## src/rtl/adventure_sequencer.sv

```systemverilog
// ---------------------------------------------------------------------------
// adventure_sequencer
//   Buffers scripted move commands in a small FIFO and issues each one to the
//   adventure-game core as a single-cycle one-hot direction pulse. After every
//   step it samples the game's win/die; on a death it resets the game core and
//   retries until MAXTRIES deaths have occurred.
//
// Parameters
//   DEPTH     command FIFO entries (power of two, >= 2)
//   MAXTRIES  deaths allowed before a permanent loss (1..3)
//
// Ports
//   clk          in   system clock, rising edge
//   reset        in   asynchronous, active-high reset
//   cmd_valid    in   a command is offered
//   cmd_dir      in   direction: 00=N, 01=S, 10=E, 11=W
//   cmd_ready    out  command accepted when cmd_valid && cmd_ready at an edge
//   game_reset   out  reset line of the game core
//   n, s, e, w   out  one-hot step pulse to the game core
//   win, die     in   status from the game core
//   busy         out  step in flight, restart in progress, or FIFO non-empty
//   won, lost    out  terminal status
//   tries        out  deaths so far
//   moves        out  steps issued since the last restart, saturating at 255
// ---------------------------------------------------------------------------
module adventure_sequencer #(
    parameter int DEPTH    = 4,
    parameter int MAXTRIES = 3
) (
    input  logic       clk,
    input  logic       reset,
    input  logic       cmd_valid,
    input  logic [1:0] cmd_dir,
    output logic       cmd_ready,
    output logic       game_reset,
    output logic       n,
    output logic       s,
    output logic       e,
    output logic       w,
    input  logic       win,
    input  logic       die,
    output logic       busy,
    output logic       won,
    output logic       lost,
    output logic [1:0] tries,
    output logic [7:0] moves
);

    localparam int AW = $clog2(DEPTH);
    localparam int CW = AW + 1;

    localparam logic [2:0] S_RESTART = 3'd0;
    localparam logic [2:0] S_RUN     = 3'd1;
    localparam logic [2:0] S_STEP    = 3'd2;
    localparam logic [2:0] S_CHECK   = 3'd3;
    localparam logic [2:0] S_WON     = 3'd4;
    localparam logic [2:0] S_LOST    = 3'd5;

    localparam logic [1:0]    MAX_TRIES_C = 2'(MAXTRIES);
    localparam logic [CW-1:0] DEPTH_C     = CW'(DEPTH);
    localparam logic [CW-1:0] ONE_C       = CW'(1);
    localparam logic [AW-1:0] PTR_ONE_C   = AW'(1);

    logic [2:0]    r_state;
    logic [1:0]    r_mem [DEPTH];
    logic [AW-1:0] r_wr_ptr;
    logic [AW-1:0] r_rd_ptr;
    logic [CW-1:0] r_count;
    logic [3:0]    r_dir_oh;      // bit index = direction code (N,S,E,W)
    logic          r_game_reset;
    logic          r_won;
    logic          r_lost;
    logic [1:0]    r_tries;
    logic [7:0]    r_moves;

    logic [2:0] w_next;
    logic       w_push;
    logic       w_pop;
    logic       w_death;
    logic [1:0] w_tries_inc;
    logic       w_accepting;

    assign w_accepting = (r_state == S_RUN) || (r_state == S_STEP) || (r_state == S_CHECK);
    // Decoded from state and count only, so a full FIFO stays not-ready even
    // in the cycle that pops.
    assign cmd_ready   = w_accepting && (r_count < DEPTH_C);
    assign busy        = (r_state == S_RESTART) || (r_state == S_STEP) ||
                         (r_state == S_CHECK)   || (r_count != '0);
    assign w_push      = cmd_valid && cmd_ready;
    assign w_tries_inc = r_tries + 2'd1;

    always_comb begin
        // NOTE: every always_comb output gets a default first; a path that
        // leaves one unassigned would infer a latch.
        w_next  = r_state;
        w_pop   = 1'b0;
        w_death = 1'b0;
        case (r_state)
            S_RESTART: w_next = S_RUN;
            S_RUN: begin
                if (win) begin
                    w_next = S_WON;
                end else if (die) begin
                    w_death = 1'b1;
                end else if (r_count != '0) begin
                    w_pop  = 1'b1;
                    w_next = S_STEP;
                end
            end
            S_STEP: w_next = S_CHECK;
            S_CHECK: begin
                if (win) begin
                    w_next = S_WON;
                end else if (die) begin
                    w_death = 1'b1;
                end else begin
                    w_next = S_RUN;
                end
            end
            S_WON, S_LOST: w_next = r_state;
            default: w_next = S_RESTART;
        endcase
        // win has already taken priority above, so w_death implies !win.
        if (w_death) begin
            w_next = (w_tries_inc == MAX_TRIES_C) ? S_LOST : S_RESTART;
        end
    end

    // NOTE: the FIFO storage has no reset; validity is tracked entirely by
    // the pointers and count, so clearing the array would only cost logic.
    always_ff @(posedge clk) begin
        if (w_push) begin
            r_mem[r_wr_ptr] <= cmd_dir;
        end
    end

    // NOTE: sequential state uses non-blocking assignments only, so every
    // register samples pre-edge values regardless of statement order.
    always_ff @(posedge clk or posedge reset) begin
        if (reset) begin
            r_state      <= S_RESTART;
            r_wr_ptr     <= '0;
            r_rd_ptr     <= '0;
            r_count      <= '0;
            r_dir_oh     <= 4'b0000;
            r_game_reset <= 1'b1;
            r_won        <= 1'b0;
            r_lost       <= 1'b0;
            r_tries      <= 2'd0;
            r_moves      <= 8'd0;
        end else begin
            r_state <= w_next;

            // RESTART flushes the FIFO; no push can land in that cycle.
            if (r_state == S_RESTART) begin
                r_wr_ptr <= '0;
                r_rd_ptr <= '0;
                r_count  <= '0;
            end else begin
                if (w_push) r_wr_ptr <= r_wr_ptr + PTR_ONE_C;
                if (w_pop)  r_rd_ptr <= r_rd_ptr + PTR_ONE_C;
                case ({w_push, w_pop})
                    2'b10:   r_count <= r_count + ONE_C;
                    2'b01:   r_count <= r_count - ONE_C;
                    default: r_count <= r_count;
                endcase
            end

            if (w_death) begin
                r_tries <= w_tries_inc;
            end

            if (w_next == S_RESTART) begin
                r_moves <= 8'd0;
            end else if ((r_state == S_STEP) && (r_moves != 8'hFF)) begin
                r_moves <= r_moves + 8'd1;
            end

            // Outputs are registered from the next state so each one is
            // valid for exactly the cycles spent in the matching state.
            r_dir_oh     <= w_pop ? (4'b0001 << r_mem[r_rd_ptr]) : 4'b0000;
            r_game_reset <= (w_next == S_RESTART);
            r_won        <= (w_next == S_WON);
            r_lost       <= (w_next == S_LOST);
        end
    end

    assign n          = r_dir_oh[0];
    assign s          = r_dir_oh[1];
    assign e          = r_dir_oh[2];
    assign w          = r_dir_oh[3];
    assign game_reset = r_game_reset;
    assign won        = r_won;
    assign lost       = r_lost;
    assign tries      = r_tries;
    assign moves      = r_moves;

endmodule

```

## config.mk

```make
export PLATFORM = sky130hd
export DESIGN_NAME = adventure_sequencer
export DESIGN_NICKNAME = d
export VERILOG_FILES = /design/src/rtl/adventure_sequencer.sv
export SDC_FILE = /design/constraint.sdc
export NUM_CORES = 1
export LEC_CHECK = 0
export CAP_MARGIN = 20
export CORE_AREA = 2 2 80 63
export CTS_CLUSTER_DIAMETER = 80
export CTS_CLUSTER_SIZE = 40
export DETAILED_ROUTE_END_ITERATION = 8
export DIE_AREA = 0 0 82 65
export PLACE_DENSITY_LB_ADDON = 0.05
export SYNTH_ARGS = -nofsm -noshare
export SYNTH_HDL_FRONTEND = slang
export SYNTH_SLANG_ARGS = --single-unit
```

## constraint.sdc

```tcl
create_clock -name clk -period 4.6 [get_ports clk]
set_clock_uncertainty 0.1 [all_clocks]
set_input_delay 0.92 -clock clk [delete_from_list [all_inputs] [get_ports clk]]
set_output_delay 0.92 -clock clk [all_outputs]
set_load 0.01 [all_outputs]
```

# Word level (Yosys, flattened, before mapping)
# Memories as Yosys holds them, arrays and structs flattened.
# Index checks and enable logic that the tools add are counted.
[totals]
reg_bits = 27
mem_bits_rw = 8
inputBits = 7
out_inout_bits = 19
wordCells = 73
n_memories = 1
[op_classes]
addsub = 6
n_lt_le_gt_ge = 1
eq_ne = 11
shift = 1
mux = 26
reduce_logical = 17
[mem_list]
columns = ["memory", "depth", "word_bits", "read_ports", "rd_ports_with_merged_regs", "write_ports", "line_no", "source"]
rows = [
  ["r_mem", 4, 2, 1, 0, 1, "65", "logic [1:0] r_mem [DEPTH];"],
]
[op_table]
columns = ["cell", "count"]
rows = [
  ["two-way mux 3 bit", 8],
  ["two-way mux 8 bit", 2],
  ["one-hot mux 3 bit (5 select lines)", 1],
  ["== test 3 bit, second input constant", 4],
  ["two-way mux 1 bit", 9],
  ["adder 8 x 1 -> 8 bit, second input constant", 1],
  ["two-way mux 2 bit", 4],
  ["!= test 8 bit, second input constant", 1],
  ["adder 2 x 1 -> 2 bit, second input constant", 3],
  ["== test 3 x 2 -> 1 bit, second input constant", 2],
  ["logical NOT 3 bit", 2],
  ["one-hot mux 3 bit (2 select lines)", 1],
  ["nonzero test 2 bit", 3],
  ["nonzero test 3 bit", 2],
  ["logical OR 1 bit", 5],
  ["== test 2 bit, second input constant", 2],
  ["two-way mux 4 bit", 1],
  ["OR reduction 2 bit", 2],
  ["left shift 1 x 2 -> 4 bit, first input constant", 1],
  ["adder 3 x 1 -> 3 bit, second input constant", 1],
  ["== test 3 x 1 -> 1 bit, second input constant", 1],
  ["logical AND 1 bit", 3],
  ["< comparator 3 bit, second input constant", 1],
  ["subtractor 3 x 1 -> 3 bit, second input constant", 1],
  ["== test 2 x 1 -> 1 bit, second input constant", 1],
]

# Depth between registers and ports, before layout
# Gate-level depths: netlist (run 1).
[depth]
ltp_word = 8
depth_mapped = 9
depth_no_buf = 7

# Worst setup path before layout (run 1)
# No wires, ideal clock.
[synth_path]
kind = "in2reg"
from = "input cmd_valid"
to = "register r_count[2]"
setup_ns = 0.079
arrival_ns = 2.119
required_ns = 4.421
path_slack_ns = 2.302
cell_stages = 7
path_buffers = 1
path_cell_list = "and3_4 > buf_6 > nor2_1 > fa_1 > and4_2 > mux2i_1 > mux2i_1"
[synth_between]
elab_chain_cells = 4
word_cells_on_any_way = 6
classes_between = "2 x eq/ne; 2 x mux; 2 x reduce/logical"
[synth_lines]
columns = ["element", "line_no", "source"]
rows = [
  ["start, declared", "32", "input logic cmd_valid,"],
  ["logical AND 1 bit *", "89", "assign w_push = cmd_valid && cmd_ready;"],
  ["== test 2 x 1 -> 1 bit / == test 2 bit (equally long branches)", "162", "case ({w_push, w_pop})"],
  ["one-hot mux 3 bit (2 select lines)", "162", ""],
  ["two-way mux 3 bit", "155", "if (r_state == S_RESTART) begin"],
  ["end signal, assigned", "163", "2'b10: r_count <= r_count + ONE_C;"],
  ["end signal, assigned", "164", "2'b01: r_count <= r_count - ONE_C;"],
  ["end signal, assigned", "165", "default: r_count <= r_count;"],
  ["end, declared", "68", "logic [CW-1:0] r_count;"],
]
# Mark *: on every way between the ends. The rest lies on a longest branch, timed or not.
# A chain may end at the register's enable or synchronous reset.

# Final worst setup path (run 1)
[layout_path]
from = "register r_count[1]"
to = "output busy"
[layout_between]
elab_chain_cells = 2
[layout_lines]
columns = ["element", "line_no", "source"]
rows = [
  ["nonzero test 3 bit", "88", "(r_state == S_CHECK) || (r_count != '0);"],
  ["logical OR 1 bit", "88", ""],
  ["end, declared", "42", "output logic busy,"],
]
# Every way passes these cells.

==> impl_metrics.env, run 1 <==
export IMPL_outcome="finished, final reports clean"
export IMPL_cts_setup_buffers=0
export IMPL_p_comb_share_pct=30.0
export IMPL_finalCritPeriodShare_pct=62.81
export IMPL_seq_area_frac_synth_pct=52.10
export IMPL_swShare_pct=31.65
export IMPL_routabilityCongestion=0.8137
export IMPL_syn_nets=160
export IMPL_cp_start_kind="register"
export IMPL_grt_pass1_vias=1152
export IMPL_synth_area_per_cell_sq_um=12.06
export IMPL_ctsHoldBuffers=0
export IMPL_wl_per_cell_um=13.04
export IMPL_fin_cells=233
export IMPL_tightest_slew_ns=0.8479
export IMPL_port_buffers=25
export IMPL_antenna_found_initial=0
export IMPL_syn2layout_area_growth_pct=22.60
export IMPL_dp_cells=224
export IMPL_cts_root_buf="clkbuf_8"
export IMPL_hold_path_class="register to register"
export IMPL_clk_latency_ns=0.28
export IMPL_leakage_nw=0.9505
export IMPL_required_ns=3.58
export IMPL_grt_overflow_total=0
export IMPL_post_dp_hpwl_um=2194
export IMPL_slew_headroom_pct=43.09
export IMPL_drt_iter0_drc=21
export IMPL_grt_usage_pct=13.51
export IMPL_ys_async_sr_fraction_pct=77.14
export IMPL_n_fill_cell=430
export IMPL_post_route_drc_count=0
export IMPL_hold_viol_final=0
export IMPL_vias=1115
export IMPL_nets=186
export IMPL_cp_max_fo=5
export IMPL_final_util_pct=46.67
export IMPL_synth_edf_count=8
export IMPL_grt_max_degree=28
export IMPL_worstSetupPathType="register to output pin"
export IMPL_start_util_pct=38.07
export IMPL_synthesis_area_sq_um=1760
export IMPL_row_count=22
export IMPL_syn_inst=146
export IMPL_maxCapViolations=0
export IMPL_first_pass_iters=4
export IMPL_p_sw_w=0.0003261
export IMPL_via_per_inst=4.785
export IMPL_cts_tree="yes"
export IMPL_final_setup_viol_count=0
export IMPL_endpoint_kind="output pin"
export IMPL_ant_nets=0
export IMPL_postCtsResizedCells=0
export IMPL_drv_slew=0
export IMPL_ir_worst_vdd_mv=0.3029
export IMPL_p_per_area_nw_per_um2=477.5
export IMPL_routed_wl_um=3038
export IMPL_yosys_register_bits=35
export IMPL_rsz0062_at_grt="no"
export IMPL_worstPathArrival_ns=1.87
export IMPL_synth_distinct_cells=51
export IMPL_design_core_area_sq_um=4624
export IMPL_fin_crit_ns=2.889
export IMPL_mostFrequentLayoutCells="26 x dfrtp_1, 25 x clkdlybuf4s50_1, 14 x nor2_1, 8 x edfxtp_1"
export IMPL_clock_sinks=35
export IMPL_htree_levels=2
export IMPL_p_total_w=0.001031
export IMPL_clockBufferDepth=2
export IMPL_grt_pass1_wl_um=5395
export IMPL_post_dp_cell_area_sq_um=2031
export IMPL_max_freq_mhz=346.1
export IMPL_yosysWarnings=0
export IMPL_die_area_sq_um=5330
export IMPL_drive_gt1_share_pct=16.18
export IMPL_power_frac_seq_pct=43.5
export IMPL_diodes=0
export IMPL_final_common_cell="dfrtp_1"
export IMPL_fin_area_sq_um=2158
export IMPL_pin_count=26
export IMPL_fin_setup_tns_ns=0
export IMPL_p_int_w=0.0007045
export IMPL_pwr_share_clk_pct=26.5
export IMPL_die_width_um=82
export IMPL_synth_ff_type="dfrtp_1"
export IMPL_clk_pin_slew_worst_paths_ns=0.07
export IMPL_die_h_um=65
export IMPL_cts_buffers=5
sequential cells by signal, indices dropped and copies added, names as in the netlist, 2 cells and up:
register and cells:
moves 8, r_count 3, r_dir_oh 4, r_mem 8, r_rd_ptr 2, r_state 3, r_wr_ptr 2, tries 2
critical path: stages, from the launching register on:
cell and delay [ns]:
dfrtp_1 0.42, or3_1 0.50, a21o_1 0.20, clkdlybuf4s50_1 0.47
final timing paths:
path | from | endpoint | slack [ns] | cells after the start
max | r_count[1]$_DFFE_PP0P_ | busy | 1.71 | 3
min | tries[0]$_DFFE_PP0P_ | tries[0]$_DFFE_PP0P_ | 0.41 | 1
max reg2reg | r_count[1]$_DFFE_PP0P_ | r_count[2]$_DFFE_PP0P_ | 2.26 | 7
min reg2reg | tries[0]$_DFFE_PP0P_ | tries[0]$_DFFE_PP0P_ | 0.41 | 1
max in group asynchronous | reset | r_state[2]$_DFF_PP0_ | 2.99 | 3
min in group asynchronous | reset | r_dir_oh[0]$_DFF_PP0_ | 0.90 | 2
layout make-up:
cell class                 instances  area [sq um]  share of cell area [%]
sequential                        35         917.1                   42.49
clock inverter                     3         43.79                   2.029
multi-input combinational         97         762.0                   35.30
inverter                           7         26.28                   1.217
timing repair buffer              26         265.3                   12.29
tap                               60         75.07                   3.478
clock buffer                       5         68.82                   3.188
power by group through the flow:
stage | registers [W] | clock network (W) | logic (W)
final | 0.000449 | 0.000273 | 0.000309
after global routing | 0.000460 | 0.000293 | 0.000350
after CTS | 0.000450 | 0.000279 | 0.000311
after detailed placement | 0.000455 | 0 | 0.000308
after global placement | 0.000452 | 0 | 0.000306
after floorplan | 0.000434 | 0 | 0.000228
cells in the mapped netlist (all sizes together), types with 2 or more instances:
| library cell | number | share of area, % |
|---|---|---|
| mux4 | 2 | 2.6 |
| nor3b | 4 | 2.3 |
| or2b | 2 | 0.92 |
| inv | 7 | 1.5 |
| and4 | 2 | 1.1 |
| nand2 | 7 | 1.5 |
| xnor2 | 2 | 1.0 |
| and3 | 2 | 1.0 |
| nor2 | 14 | 3.0 |
| dfrtp | 26 | 37 |
| or3 | 2 | 0.78 |
| ha | 6 | 4.3 |
| a21oi | 4 | 1.1 |
| buf | 6 | 2.7 |
| mux2i | 6 | 3.4 |
| nand3 | 3 | 1.6 |
| nand4 | 4 | 1.4 |
| a31oi | 2 | 0.71 |
| o21ai | 4 | 1.1 |
| and2 | 6 | 2.5 |
| nor3 | 4 | 1.4 |
| xor2 | 7 | 3.9 |
| edfxtp | 8 | 14 |
kinds of logic after synthesis:
kind of cell | share of synthesized area [%]
DFF | 52.10
xor gates and xnor gates | 4.904
and+or+nand+nor | 20.33
muxes | 5.970
AOI/OAI and AO/OA | 6.681
buffers and inverters | 4.620
adders and majority gates | 5.401
per-stage QoR:
stage / setup slack [ns] / hold WS [ns]
2_1_floorplan: 2.302 / 0.3598
3_3_place_gp: 1.748 / 0.3787
3_5_place_dp: 1.630 / 0.3964
4_1_cts: 1.701 / 0.4058
5_1_grt: 1.640 / 0.4480
6_report: 1.711 / 0.4074
layer usage:
metal | wire [um] | global-route usage (%) | up-vias
met3 | 124 | 3.760 | 2
met1 | 1700 | 19.39 | 526
met4 | 22 | 5.625 | 0
met2 | 1191 | 19.00 | 23
li1 | - | - | 564
met5 | 0 | 0 | -
(Power assumes the default switching activity.)
==> run 2: changes to the inputs <==
- clock period: 4.6 -> 2.65 ns (I/O delays scaled with it)
==> run 2 against run 1 <==
Effect of this change:
- flip-flop and latch count is the same
- critical endpoint unchanged
- via count rose by 3.9%
- sequential power rose by 73%
- die area stayed put
- global-route usage rose by 1.3 points
- sequential share of layout area rose by 0.40 points
- power grew 65%
- count of clock-buffer cells in the layout up 1
- critical path depth is the same
- cell count grew 0.86%
- largest power group unchanged
==> impl_metrics.env, run 2 (synthesis gave the netlist of run 1 again) <==
export IMPL_cts_setup_buffers=0
export IMPL_r2r_cells=7
export IMPL_p_int_w=0.001130
export IMPL_hold_viol_final=0
export IMPL_htree_levels=2
export IMPL_design_core_area_sq_um=4624
export IMPL_tightest_slew_ns=0.5573
export IMPL_nets=188
export IMPL_rsz0062_at_grt="no"
export IMPL_worstPathArrival_ns=1.88
export IMPL_routabilityCongestion=0.8311
export IMPL_wl_per_cell_um=14.00
export IMPL_clockBufferDepth=2
export IMPL_cp_start_kind="register"
export IMPL_final_setup_viol_count=0
export IMPL_pin_count=26
export IMPL_min_from="r_count[2]$_DFFE_PP0P_"
export IMPL_clock_sinks=35
export IMPL_ant_nets=0
export IMPL_grt_usage_pct=14.80
export IMPL_outcome="finished, final reports clean"
export IMPL_power_frac_seq_pct=45.8
export IMPL_r2r_start="r_state[2]$_DFF_PP0_"
export IMPL_syn2layout_area_growth_pct=21.46
export IMPL_via_per_inst=4.932
export IMPL_maxCapViolations=0
export IMPL_r2r_slack_ns=0.44
export IMPL_first_pass_iters=4
export IMPL_diodes=0
export IMPL_post_dp_hpwl_um=2413
export IMPL_grt_pass1_vias=1233
export IMPL_row_count=22
export IMPL_critPathLaunch="r_count[0]$_DFFE_PP0P_"
export IMPL_die_area_sq_um=5330
export IMPL_critPathCapture="busy"
export IMPL_clk_pin_slew_worst_paths_ns=0.07
export IMPL_r2r_end="r_count[2]$_DFFE_PP0P_"
export IMPL_postCtsResizedCells=0
export IMPL_ctsHoldBuffers=0
export IMPL_slew_headroom_pct=62.56
export IMPL_cts_tree="yes"
export IMPL_post_route_drc_count=0
export IMPL_mostFrequentLayoutCells="26 x dfrtp_1, 25 x clkdlybuf4s50_1, 14 x nor2_1, 8 x edfxtp_1"
export IMPL_hold_path_class="register to register"
export IMPL_leakage_nw=0.9405
export IMPL_die_width_um=82
export IMPL_p_sw_w=0.0005688
export IMPL_drive_gt1_share_pct=16.57
export IMPL_drt_iter0_drc=42
export IMPL_routed_wl_um=3290
export IMPL_swShare_pct=33.48
export IMPL_required_ns=2.02
export IMPL_cp_max_fo=5
export IMPL_die_h_um=65
export IMPL_finalCritPeriodShare_pct=94.53
export IMPL_grt_max_degree=28
export IMPL_whs_ns=0.3952
export IMPL_ir_worst_vdd_mv=0.3844
export IMPL_start_util_pct=38.07
export IMPL_p_per_area_nw_per_um2=794.5
export IMPL_p_comb_share_pct=32.2
export IMPL_vias=1159
export IMPL_worstSetupPathType="register to output pin"
export IMPL_max_freq_mhz=399.2
export IMPL_grt_overflow_total=0
export IMPL_fin_setup_tns_ns=0
export IMPL_cts_root_buf="clkbuf_8"
export IMPL_drv_slew=0
export IMPL_final_common_cell="dfrtp_1"
export IMPL_endpoint_kind="output pin"
export IMPL_cts_buffers=5
export IMPL_grt_pass1_wl_um=5789
export IMPL_port_buffers=25
export IMPL_fin_crit_ns=2.505
export IMPL_pwr_share_clk_pct=22.0
export IMPL_clk_latency_ns=0.28
export IMPL_antenna_found_initial=0
## run 2: changes by cell type in the layout (fill, tap and decap cells not counted), sizes merged
| cell | previous run | this run |
|---|---|---|
| buf | 1 | 3 |
| bufinv | 1 | 0 |
| clkbuf | 5 | 6 |
| clkinv | 2 | 1 |
| clkinvlp | 0 | 1 |
## run 2: power by group through the flow
stage	clock network (W)	registers [W]	logic (W)
floorplan	0	0.000754	0.000395
finish	0.000373	0.000778	0.000547
detailed placement	0	0.000790	0.000552
global placement	0	0.000784	0.000536
global route	0.000418	0.000800	0.000618
CTS	0.000391	0.000780	0.000557
## run 2: metrics by stage
stage	setup WS [ns]	util (%)	cell area, sq um	power (W)	instances
6_report	0.1449	46.24	2138	0.001699	235
5_1_grt	0.06808	46.24	2138	0.001836	235
4_1_cts	0.1288	46.24	2138	0.001728	235
3_5_place_dp	0.1643	44.40	2053	0.001342	227
3_3_place_gp	0.2463	44.40	2053	0.001320	227
2_1_floorplan	0.5193	-	1760	0.001149	146
## run 2: worst max-delay path, stage by stage, from the launching register on
cell             delay (ns)
dfrtp_1                0.43
or3_1                  0.49
a21o_1                 0.20
clkdlybuf4s50_1        0.47
## run 2: layout make-up
cell class	count	area, sq um
clock inverter	2	12.51
fill	431	2486
tap	60	75.07
inverter	7	26.28
clock buffer	6	72.57
timing repair buffer	28	272.8
multi-input combinational	97	762.0
sequential	35	917.1
## run 2: per-layer routing
metal | GRT usage (%) | vias to the layer above | wire (um)
met5 | 0 | - | 0
met4 | 6.250 | 0 | 55
met3 | 4.039 | 5 | 139
met2 | 22.26 | 25 | 1453
met1 | 20.00 | 564 | 1642
li1 | - | 565 | -
## run 2: worst min-delay path by stage
| stage | slack [ns] | cells after the start | to |
|---|---|---|---|
| 3_3_place_gp | 0.38 | 1 | r_count[2]$_DFFE_PP0P_ |
| 3_5_place_dp | 0.40 | 1 | tries[0]$_DFFE_PP0P_ |
| 5_1_grt | 0.43 | 1 | tries[0]$_DFFE_PP0P_ |
| 2_1_floorplan | 0.36 | 1 | r_count[2]$_DFFE_PP0P_ |
| 6_report | 0.40 | 1 | r_count[2]$_DFFE_PP0P_ |
| 4_1_cts | 0.40 | 1 | r_count[2]$_DFFE_PP0P_ |
